File: src/rtl/uart_tx_mmio.sv
// Memory-mapped 8N1 UART transmitter: TXDATA pushes into a small FIFO,
// STATUS reports FIFO/FSM state and a sticky overflow flag.
module uart_tx_mmio #(
  parameter int CLK_DIV    = 4,
  parameter int FIFO_DEPTH = 4
) (
  input  logic        clk,
  input  logic        cpu_resetn,
  input  logic        sel,
  input  logic        we,
  input  logic [3:0]  addr,
  input  logic [31:0] wdata,
  output logic [31:0] rdata,
  output logic        tx,
  output logic [1:0]  dbg_state
);

  localparam int PW = $clog2(FIFO_DEPTH);
  localparam int CW = PW + 1;
  localparam logic [15:0] BAUD_MAX = 16'(CLK_DIV - 1);

  typedef enum logic [1:0] {IDLE, START, DATA, STOP} state_t;

  logic [7:0]    mem [FIFO_DEPTH];
  logic [PW-1:0] wr_ptr, rd_ptr;
  logic [CW-1:0] count;
  logic          ovf;
  state_t        state_q, state_d;
  logic [15:0]   baud_q, baud_d;
  logic [2:0]    bit_q, bit_d;
  logic [7:0]    shift_q;
  logic          tx_d;
  logic          pop;

  // Bus handshake: sel is a one-cycle strobe with no ready/backpressure;
  // every access completes in the cycle it is presented, a full FIFO drops.
  logic fifo_empty, fifo_full, wr_txdata, wr_status, push_ok, push_drop;
  assign fifo_empty = (count == '0);
  assign fifo_full  = (count == CW'(FIFO_DEPTH));
  assign wr_txdata  = sel && we && (addr == 4'h0);
  assign wr_status  = sel && we && (addr == 4'h4);
  assign push_ok    = wr_txdata && (!fifo_full || pop);
  assign push_drop  = wr_txdata && fifo_full && !pop;

  always_ff @(posedge clk or negedge cpu_resetn) begin
    if (!cpu_resetn) begin
      state_q <= IDLE;
      baud_q  <= '0;
      bit_q   <= '0;
      shift_q <= '0;
      tx      <= 1'b1;
    end else begin
      state_q <= state_d;
      baud_q  <= baud_d;
      bit_q   <= bit_d;
      tx      <= tx_d;
      if (pop) shift_q <= mem[rd_ptr];
    end
  end

  // Baud counter counts CLK_DIV-1 down to 0; each phase advances on 0.
  always_comb begin
    state_d = state_q;
    baud_d  = baud_q;
    bit_d   = bit_q;
    pop     = 1'b0;
    case (state_q)
      IDLE: begin
        if (!fifo_empty) begin
          pop     = 1'b1;
          state_d = START;
          baud_d  = BAUD_MAX;
        end
      end
      START: begin
        if (baud_q == '0) begin
          state_d = DATA;
          baud_d  = BAUD_MAX;
          bit_d   = '0;
        end else baud_d = baud_q - 16'd1;
      end
      DATA: begin
        if (baud_q == '0) begin
          baud_d = BAUD_MAX;
          if (bit_q == 3'd7) state_d = STOP;
          else bit_d = bit_q + 3'd1;
        end else baud_d = baud_q - 16'd1;
      end
      STOP: begin
        if (baud_q == '0) begin
          if (!fifo_empty) begin
            pop     = 1'b1;
            state_d = START;
            baud_d  = BAUD_MAX;
          end else begin
            state_d = IDLE;
            baud_d  = '0;
          end
        end else baud_d = baud_q - 16'd1;
      end
      default: state_d = IDLE;
    endcase
  end

  // Line level is registered, so tx lags the FSM state by one cycle.
  always_comb begin
    tx_d = 1'b1;
    case (state_q)
      START:   tx_d = 1'b0;
      DATA:    tx_d = shift_q[bit_q];
      default: tx_d = 1'b1;
    endcase
  end

  always_ff @(posedge clk) begin
    if (push_ok) mem[wr_ptr] <= wdata[7:0];
  end

  always_ff @(posedge clk or negedge cpu_resetn) begin
    if (!cpu_resetn) begin
      wr_ptr <= '0;
      rd_ptr <= '0;
      count  <= '0;
      ovf    <= 1'b0;
    end else begin
      if (push_ok) wr_ptr <= wr_ptr + PW'(1);
      if (pop)     rd_ptr <= rd_ptr + PW'(1);
      case ({push_ok, pop})
        2'b10:   count <= count + CW'(1);
        2'b01:   count <= count - CW'(1);
        default: count <= count;
      endcase
      // A drop in the same cycle as a clear leaves the flag set.
      if (push_drop) ovf <= 1'b1;
      else if (wr_status && wdata[3]) ovf <= 1'b0;
    end
  end

  logic [4:0] count5;
  logic       busy;
  assign count5 = 5'(count);
  assign busy   = (state_q != IDLE);

  always_comb begin
    rdata = '0;
    if (sel && !we && (addr == 4'h4))
      rdata = {23'b0, count5, ovf, busy, fifo_empty, fifo_full};
  end

  assign dbg_state = state_q;

  logic unused_wdata;
  assign unused_wdata = ^wdata[31:8];

endmodule

File: config.mk
export PLATFORM = sky130hd
export DESIGN_NAME = uart_tx_mmio
export DESIGN_NICKNAME = d
export VERILOG_FILES = /design/src/rtl/uart_tx_mmio.sv
export SDC_FILE = /design/constraint.sdc
export NUM_CORES = 1
export LEC_CHECK = 0
export CAP_MARGIN = 5
export CORE_MARGIN = 4
export CORE_UTILIZATION = 34
export DETAILED_ROUTE_END_ITERATION = 10
export PLACE_DENSITY = 0.66
export SYNTH_ARGS = -nofsm -noshare
export SYNTH_HDL_FRONTEND = slang
export SYNTH_SLANG_ARGS = --single-unit
export TNS_END_PERCENT = 30
File: constraint.sdc
create_clock -name clk -period 4.8 [get_ports clk]
set_clock_uncertainty 0.1 [all_clocks]
set_input_delay 0.72 -clock clk [delete_from_list [all_inputs] [get_ports clk]]
set_output_delay 0.72 -clock clk [all_outputs]
set_load 0.1 [all_outputs]
==> run summary, run 1 <==
The run finished with clean final reports. The power per cell area is 657 mW/mm^2. The routed wire length per instance is 14.2 um. The tool flagged a number of max-cap violations equal to 0.

The total negative slack for setup checks came out at 0 ps. The most utilized layer in the global route result is met2. After filler insertion, the fill cell instance count of the layout stands at 972. The first-pass iteration count of the detailed router came out at 4. TritonCTS built the clock tree. The arrival time of the worst setup path is 2550 ps. OpenSTA, run right after detailed placement, puts the worst setup slack at 1410 ps. The clock sink count is 70. The worst setup path is captured at a primary output.

After clock tree synthesis, the repair step resized 0 gates. The number of standard-cell rows in the floorplan came out at 37. Clock-pin slew was measured on the worst setup and hold paths at 80 ps.

The final design instance area without fill is 0.00412 sq mm. The first routing iteration left 116 violations. The met1 usage in global routing came out at 0.138.

From synthesis to final layout, the design area changed by 12.2%. The total via count in the routed design came out at 2264. The clock period minus worst slack is 3370 ps. The number of global-route vias before repair is 2231. The final critical-path setup slack came out at 1430 ps.

The die boundary height came out at 112 um. The fraction of final layout cells with drive strength greater than 1 is 0.180. The clock latency on the worst-skew pair came out at 350 ps. The buffering stage count on the worst path with inverters included came out at 2. Walking the worst path, the cells encountered are clkdlybuf4s50_1 -> nor4b_1 -> nand2_1 -> or2_2 -> nor2_1 -> buf_4.

The count of unresolved DRC violations after routing is 0. The number of clock buffers added by TritonCTS is 9. The met2 routing resource usage after global routing is 0.181. The net count reported at finish came out at 377.

In this run, synthesis produced a sequential element count of 70. The library cell used most frequently in the layout, excluding fill and tap cells, is sky130_fd_sc_hd__dfrtp_1. The clock passes through at most 2 buffers. The final antenna-violating net count is 0. On the worst path, the slowest cell contributes a delay of 510 ps.

A synthesized cell averages 12.4 sq um. The cell family contributing the most delay on the critical path is simple AND/OR/NAND/NOR gates. Static timing analysis puts the maximum clock frequency at 297 MHz. The weighted congestion reported at the end of routability-driven placement is 0.729. The static leakage is 1.64 nW. The final antenna diode count came out at 0. The number of standard cells after synthesis came out at 296. In the synthesized netlist the async set-or-reset flop fraction comes to 0.543. Setup repair after global routing left no endpoint under its margin. The number of failing setup endpoints in the final timing report came out at 0. In this run the clock root is driven by a sky130_fd_sc_hd__clkbuf_8. The hold buffer count at cts came out at 0.

The element type at the critical path start is an input pin. The overall die area came out at 0.0125 sq mm. Port buffering added 25 buffers.

The count of final hold-check violations is 0. 75 I/O pins were placed. The area of the core came out at 0.0104 sq mm. The wire length of the first global-routing pass came out at 11000 um. The largest fanout on the critical path came out at 5.

In this run the worst hold path is classified as in2async. The measured slew at the worst slew-check pin came out at 982 ps. The most used flip-flop cell after synthesis is sky130_fd_sc_hd__dfrtp_1. The library cells used most frequently in the layout, excluding fill and tap cells, are sky130_fd_sc_hd__dfrtp_1 (37), sky130_fd_sc_hd__edfxtp_1 (32), sky130_fd_sc_hd__conb_1 (25).

After global routing the overflow that remains totals 0. For this run, the number of Yosys warnings is 0. The die is 112 um wide.

Yosys mapped a number of flops with a built-in enable equal to 32. The max-slew violation total from the final report is 0. The post-route total power came out at 2.70 mW. After detailed routing, the number of vias per cell comes to 4.88. The required time of the critical path is 3980 ps. The detailed placer's ending HPWL is 4660 um. By startpoint and endpoint, the worst setup path is classified as in2out. The standard cell area after detailed placement came out at 0.00392 sq mm.

The largest individual stage delay along the critical path comes from the cell sky130_fd_sc_hd__nor4b_1. The post-synthesis sequential area ratio came out at 0.522. Hold is met by 384 ps. The initial antenna violation count is 0. The pin count of the biggest net entering global routing is 39. The met3 capacity usage during global routing is 0.0326.

The effective utilization at floorplan came out at 0.352. The total wirelength of the detailed-routed design came out at 6590 um. The number of different library cells used by synthesis comes to 56. The post-route fraction of the period consumed by the critical path came out at 0.702. The buffers inserted during post-CTS setup optimization came out at 0.

The peak ir drop on the vdd network is 0.327 mV. The worst slew margin relative to its limit is 0.343. In the global route stage, overall resource usage came out at 0.109. The maximum level of the CTS H-tree is 3.

The post-synthesis instance area came out at 0.00367 sq mm.
-- routing by layer --
metal,part of all wire,routed length [um],up-vias
li1,-,-,1091
met1,0.44,2930,1111
met2,0.50,3330,58
met3,0.045,299,4
met4,0.0058,38,0
met5,0,0,-
-- path summary, 6_finish.rpt --
path	start	end	slack, ps	cells past startpoint
max	addr[0]	rdata[0]	1430	6
min	cpu_resetn	baud_q[6]	380	1
max reg2reg	dbg_state[0]	mem[0][4]	1670	7
min reg2reg	shift_q[2]	shift_q[2]	410	1
max in group asynchronous	cpu_resetn	baud_q[4]	3660	1
min in group clk	shift_q[2]	shift_q[2]	410	1
-- registers in the layout, indices dropped and copies added (netlist names) --
| register | cells |
|---|---|
| bit_q | 3 |
| mem | 32 |
| tx | 1 |
| ovf | 1 |
| dbg_state | 2 |
| wr_ptr | 2 |
| count | 3 |
| rd_ptr | 2 |
| shift_q | 8 |
| baud_q | 16 |
-- worst register-to-register path: stages (launching register included) --
cell	delay [ps]
sky130_fd_sc_hd__dfrtp_1	460
sky130_fd_sc_hd__inv_1	130
sky130_fd_sc_hd__ha_1	390
sky130_fd_sc_hd__nor2b_1	150
sky130_fd_sc_hd__nand4_1	160
sky130_fd_sc_hd__o21ai_4	540
sky130_fd_sc_hd__o21bai_4	180
sky130_fd_sc_hd__nor2_1	650
-- synthesized netlist by cell type (3+ instances only) --
master,instances,area (sq um)
sky130_fd_sc_hd__a21oi_1,10,50.1
sky130_fd_sc_hd__buf_4,26,195
sky130_fd_sc_hd__ha_1,13,163
sky130_fd_sc_hd__edfxtp_1,32,961
sky130_fd_sc_hd__and2_1,6,37.5
sky130_fd_sc_hd__or3_1,5,31.3
sky130_fd_sc_hd__o22ai_1,3,18.8
sky130_fd_sc_hd__dfrtp_1,37,926
sky130_fd_sc_hd__o21ai_0,10,50.1
sky130_fd_sc_hd__o31ai_1,4,30.0
sky130_fd_sc_hd__a21o_1,3,22.5
sky130_fd_sc_hd__nand2_1,15,56.3
sky130_fd_sc_hd__nor2_1,21,78.8
sky130_fd_sc_hd__nor3_1,6,30.0
sky130_fd_sc_hd__a22o_1,7,61.3
sky130_fd_sc_hd__xnor2_1,4,35.0
sky130_fd_sc_hd__a31oi_1,6,37.5
sky130_fd_sc_hd__mux2_2,11,124
sky130_fd_sc_hd__mux4_2,10,225
sky130_fd_sc_hd__mux2i_1,5,50.1
sky130_fd_sc_hd__inv_1,16,60.1
-- kinds of logic (layout without fill, tap and decap cells) --
logic type | Yosys count | count (layout) | share of synthesized area
fa+ha+maj | 14 | 14 | 0.0498
compound gates | 55 | 55 | 0.107
mux | 27 | 27 | 0.113
simple gates | 75 | 75 | 0.115
other cells | 1 | 25 | 0.00102
buf+inv | 49 | 57 | 0.0805
xor+xnor | 5 | 5 | 0.0119
flops | 70 | 70 | 0.522
-- power by group --
| group | switching [mW] | internal (mW) | leakage, nW |
|---|---|---|---|
| Combinational | 0.775 | 0.501 | 0.776 |
| Clock | 0.267 | 0.207 | 0.102 |
| Sequential | 0.179 | 0.776 | 0.767 |
| Total | 1.22 | 1.48 | 1.64 |
-- layout make-up --
class,count,area [sq um],area share
Clock buffer,9,124,0.0301
Tap cell,136,170,0.0413
Inverter,16,60.1,0.0146
Multi-Input combinational cell,201,1550,0.376
Clock inverter,7,71.3,0.0173
Timing Repair Buffer,25,228,0.0553
Sequential cell,70,1910,0.465
-- stage by stage --
step            util  std cells
2_1_floorplan      -        320
6_report       0.395        464
3_5_place_dp   0.376        448
5_1_grt        0.395        464
4_1_cts        0.395        464
3_3_place_gp   0.376        448
Power figures use the tool's default switching activity.
==> inputs of run 2 (changes only) <==
- clock period: 4.8 -> 3.3 ns (I/O delays scaled with it)
==> run 2 against run 1 <==
Against the previous run:
- global-route usage up 0.39 points
- sequential power up 46%
- final cell count increased by 1.1%
- first-iteration DRC count down 6.9%
- design area grew 2.9%
- flip-flop and latch count stayed put
- critical path depth stayed put
- non-clock buffer count rose by 5
- die area unchanged
- critical path type unchanged
- critical endpoint unchanged
- largest cell class unchanged
- largest power group unchanged
==> run summary, run 2 (same netlist as run 1, synthesis figures left out) <==
The hold buffer count at cts came to 0 (unchanged). The required time of the critical path was 2700 ps (-1280 ps). The area growth from synthesis to final layout is 15.5%. The top cell types in the final layout, fill and taps aside, are sky130_fd_sc_hd__dfrtp_1 (35), sky130_fd_sc_hd__edfxtp_1 (32), sky130_fd_sc_hd__conb_1 (25).

The number of flip-flops in the largest register came out at 32 (unchanged). The effective utilization at floorplan was 0.352 (unchanged). Setup repair after global routing left no endpoint under its margin.

The total congestion overflow after global routing is 0 (unchanged). The measured slew at the worst slew-check pin is 884 ps (-98.1 ps). The number of buffers added by the clock tree synthesis step came out at 9 (unchanged). The run finished with clean final reports. The worst slew margin relative to its limit came out at 0.411 (+0.0675).

The wire length of the first global-routing pass is 11300 um (+2.6%). The amount of wire on met2 after detailed routing came to 3300 um (-0.90%). The net count reported at finish came out at 382 (+1.3%). The wire length on met1 came to 2900 um (-1.1%). The pin count of the biggest net entering global routing is 39 (unchanged). The post-CTS resize count came out at 0 (unchanged). The detailed router used layers up to and including met4. The total via count in the routed design came out at 2327 (+2.8%). The total wirelength of the detailed-routed design came out at 6700 um (+1.6%). The count of final hold-check violations came out at 0 (unchanged). The total negative slack for setup checks is 0 ps (unchanged). The maximum level of the CTS H-tree is 3 (unchanged). The final hold slack is 146 ps (-237 ps). The number of placed I/O pins is 75 (unchanged). The max-slew violation total from the final report is 0 (unchanged). The clock latency on the worst-skew pair came to 350 ps (about the same). The post-route fraction of the period consumed by the critical path is 0.859. The area of the core came to 0.0104 sq mm (unchanged). The arrival time of the worst setup path came out at 2240 ps (-310 ps). The chip width was 112 um (unchanged). The detailed placer's ending HPWL came to 4790 um (+2.6%). The overall fraction of global-route tracks in use came to 0.113 (+0.00388).

The final antenna-violating net count is 0 (unchanged). The most common cell after layout, fill and taps aside is sky130_fd_sc_hd__dfrtp_1. The maximum clock path buffer count came to 2 (unchanged).

The fraction of final layout cells with drive strength greater than 1 came to 0.207 (+0.0273). The worst setup path is launched from an input pin. The count of maximum capacitance violations is 0 (unchanged). The power per cell area came out at 927 mW/mm^2 (+41%).

The number of standard-cell rows in the floorplan is 37 (unchanged). The number of failing setup endpoints in the final timing report came out at 0 (unchanged). The count of unresolved DRC violations after routing is 0 (unchanged). The clock period minus worst slack is 2830 ps. The first-pass iteration count of the detailed router is 4 (unchanged). The final antenna diode count is 0 (unchanged).

The static leakage was 1.69 nW (+2.8%). The register clock-pin slew on the reported worst setup and hold paths came out at 90 ps (about the same). The number of vias per cell came out at 4.96 (+1.7%). The overall die area is 0.0125 sq mm (unchanged). The weighted congestion reported at the end of routability-driven placement came out at 0.771 (+5.7%). The clock sink count is 70 (unchanged). The number of global-route vias before repair came out at 2262 (+1.4%).

The total of buffers placed on input and output ports is 25 (unchanged). The root buffer cell chosen for the clock tree is sky130_fd_sc_hd__clkbuf_8. The met3 wire length came out at 378 um (+26%). More flip-flops sit in one register than any other, and that register is mem.

The die boundary height came out at 112 um (unchanged). The buffers inserted during post-CTS setup optimization is 0 (unchanged). The tightest min-delay check is of the in2async type. The category of the worst setup path capture point is a primary output. The peak ir drop on the vdd network came out at 0.395 mV (+21%). The largest registers in the layout are mem (32), baud_q (16), shift_q (8).

The starting DRC count in detailed routing is 108 (-6.9%). TritonCTS built the clock tree. The setup path with the least slack is of type in2out. The initial antenna violation count is 0 (unchanged). The routed wire length per instance came out at 14.3 um (+0.49%). The fmax is 353 MHz. The largest fanout on the critical path was 5 (unchanged).
run 2: power by group:
group          switching (mW)  internal (mW)  total [mW]  leakage [nW]
Combinational            1.11          0.732        1.85         0.824
Sequential              0.262           1.13        1.39         0.765
Clock                   0.387          0.300       0.688         0.102
Total                    1.76           2.16        3.93          1.69
run 2: final cells by class:
type                            instances  area [sq um]
Fill cell                            1021          6180
Sequential cell                        70          1920
Multi-Input combinational cell        201          1550
Timing Repair Buffer                   30           345
Tap cell                              136           170
Clock buffer                            9           124
Clock inverter                          7          71.3
Inverter                               16          60.1
run 2: path summary, 6_finish.rpt:
kind / endpoint / cells after the start / start / slack, ps
max: rdata[0] / 6 / addr[1] / 470
min: baud_q[13] / 1 / cpu_resetn / 150
max reg2reg: count[2] / 9 / dbg_state[0] / 650
min reg2reg: baud_q[15] / 1 / baud_q[15] / 400
max in group asynchronous: dbg_state[1] / 1 / cpu_resetn / 2340
min in group clk: baud_q[15] / 1 / baud_q[15] / 400
run 2: metal layers:
layer / global-route usage / up-vias
met5: 0 / -
met4: 0.0430 / 0
met3: 0.0337 / 14
met2: 0.185 / 64
met1: 0.141 / 1142
li1: - / 1107
run 2: critical path: stages:
cell and delay (ps):
sky130_fd_sc_hd__clkdlybuf4s50_1 400, sky130_fd_sc_hd__nor4b_1 450, sky130_fd_sc_hd__nand2_1 140, sky130_fd_sc_hd__or2_2 340
sky130_fd_sc_hd__nor2_1 200, sky130_fd_sc_hd__buf_12 200
run 2: through the flow:
| step | instance area [sq um] | total power [mW] | std cells | setup slack (ps) | utilization |
|---|---|---|---|---|---|
| floorplan | 3760 | 2.94 | 320 | 73.2 | - |
| global placement | 4040 | 3.20 | 453 | 455 | 0.388 |
| detailed placement | 4040 | 3.27 | 453 | 456 | 0.388 |
| CTS | 4240 | 3.97 | 469 | 447 | 0.407 |
| global route | 4240 | 4.24 | 469 | 323 | 0.407 |
| finish | 4240 | 3.93 | 469 | 467 | 0.407 |
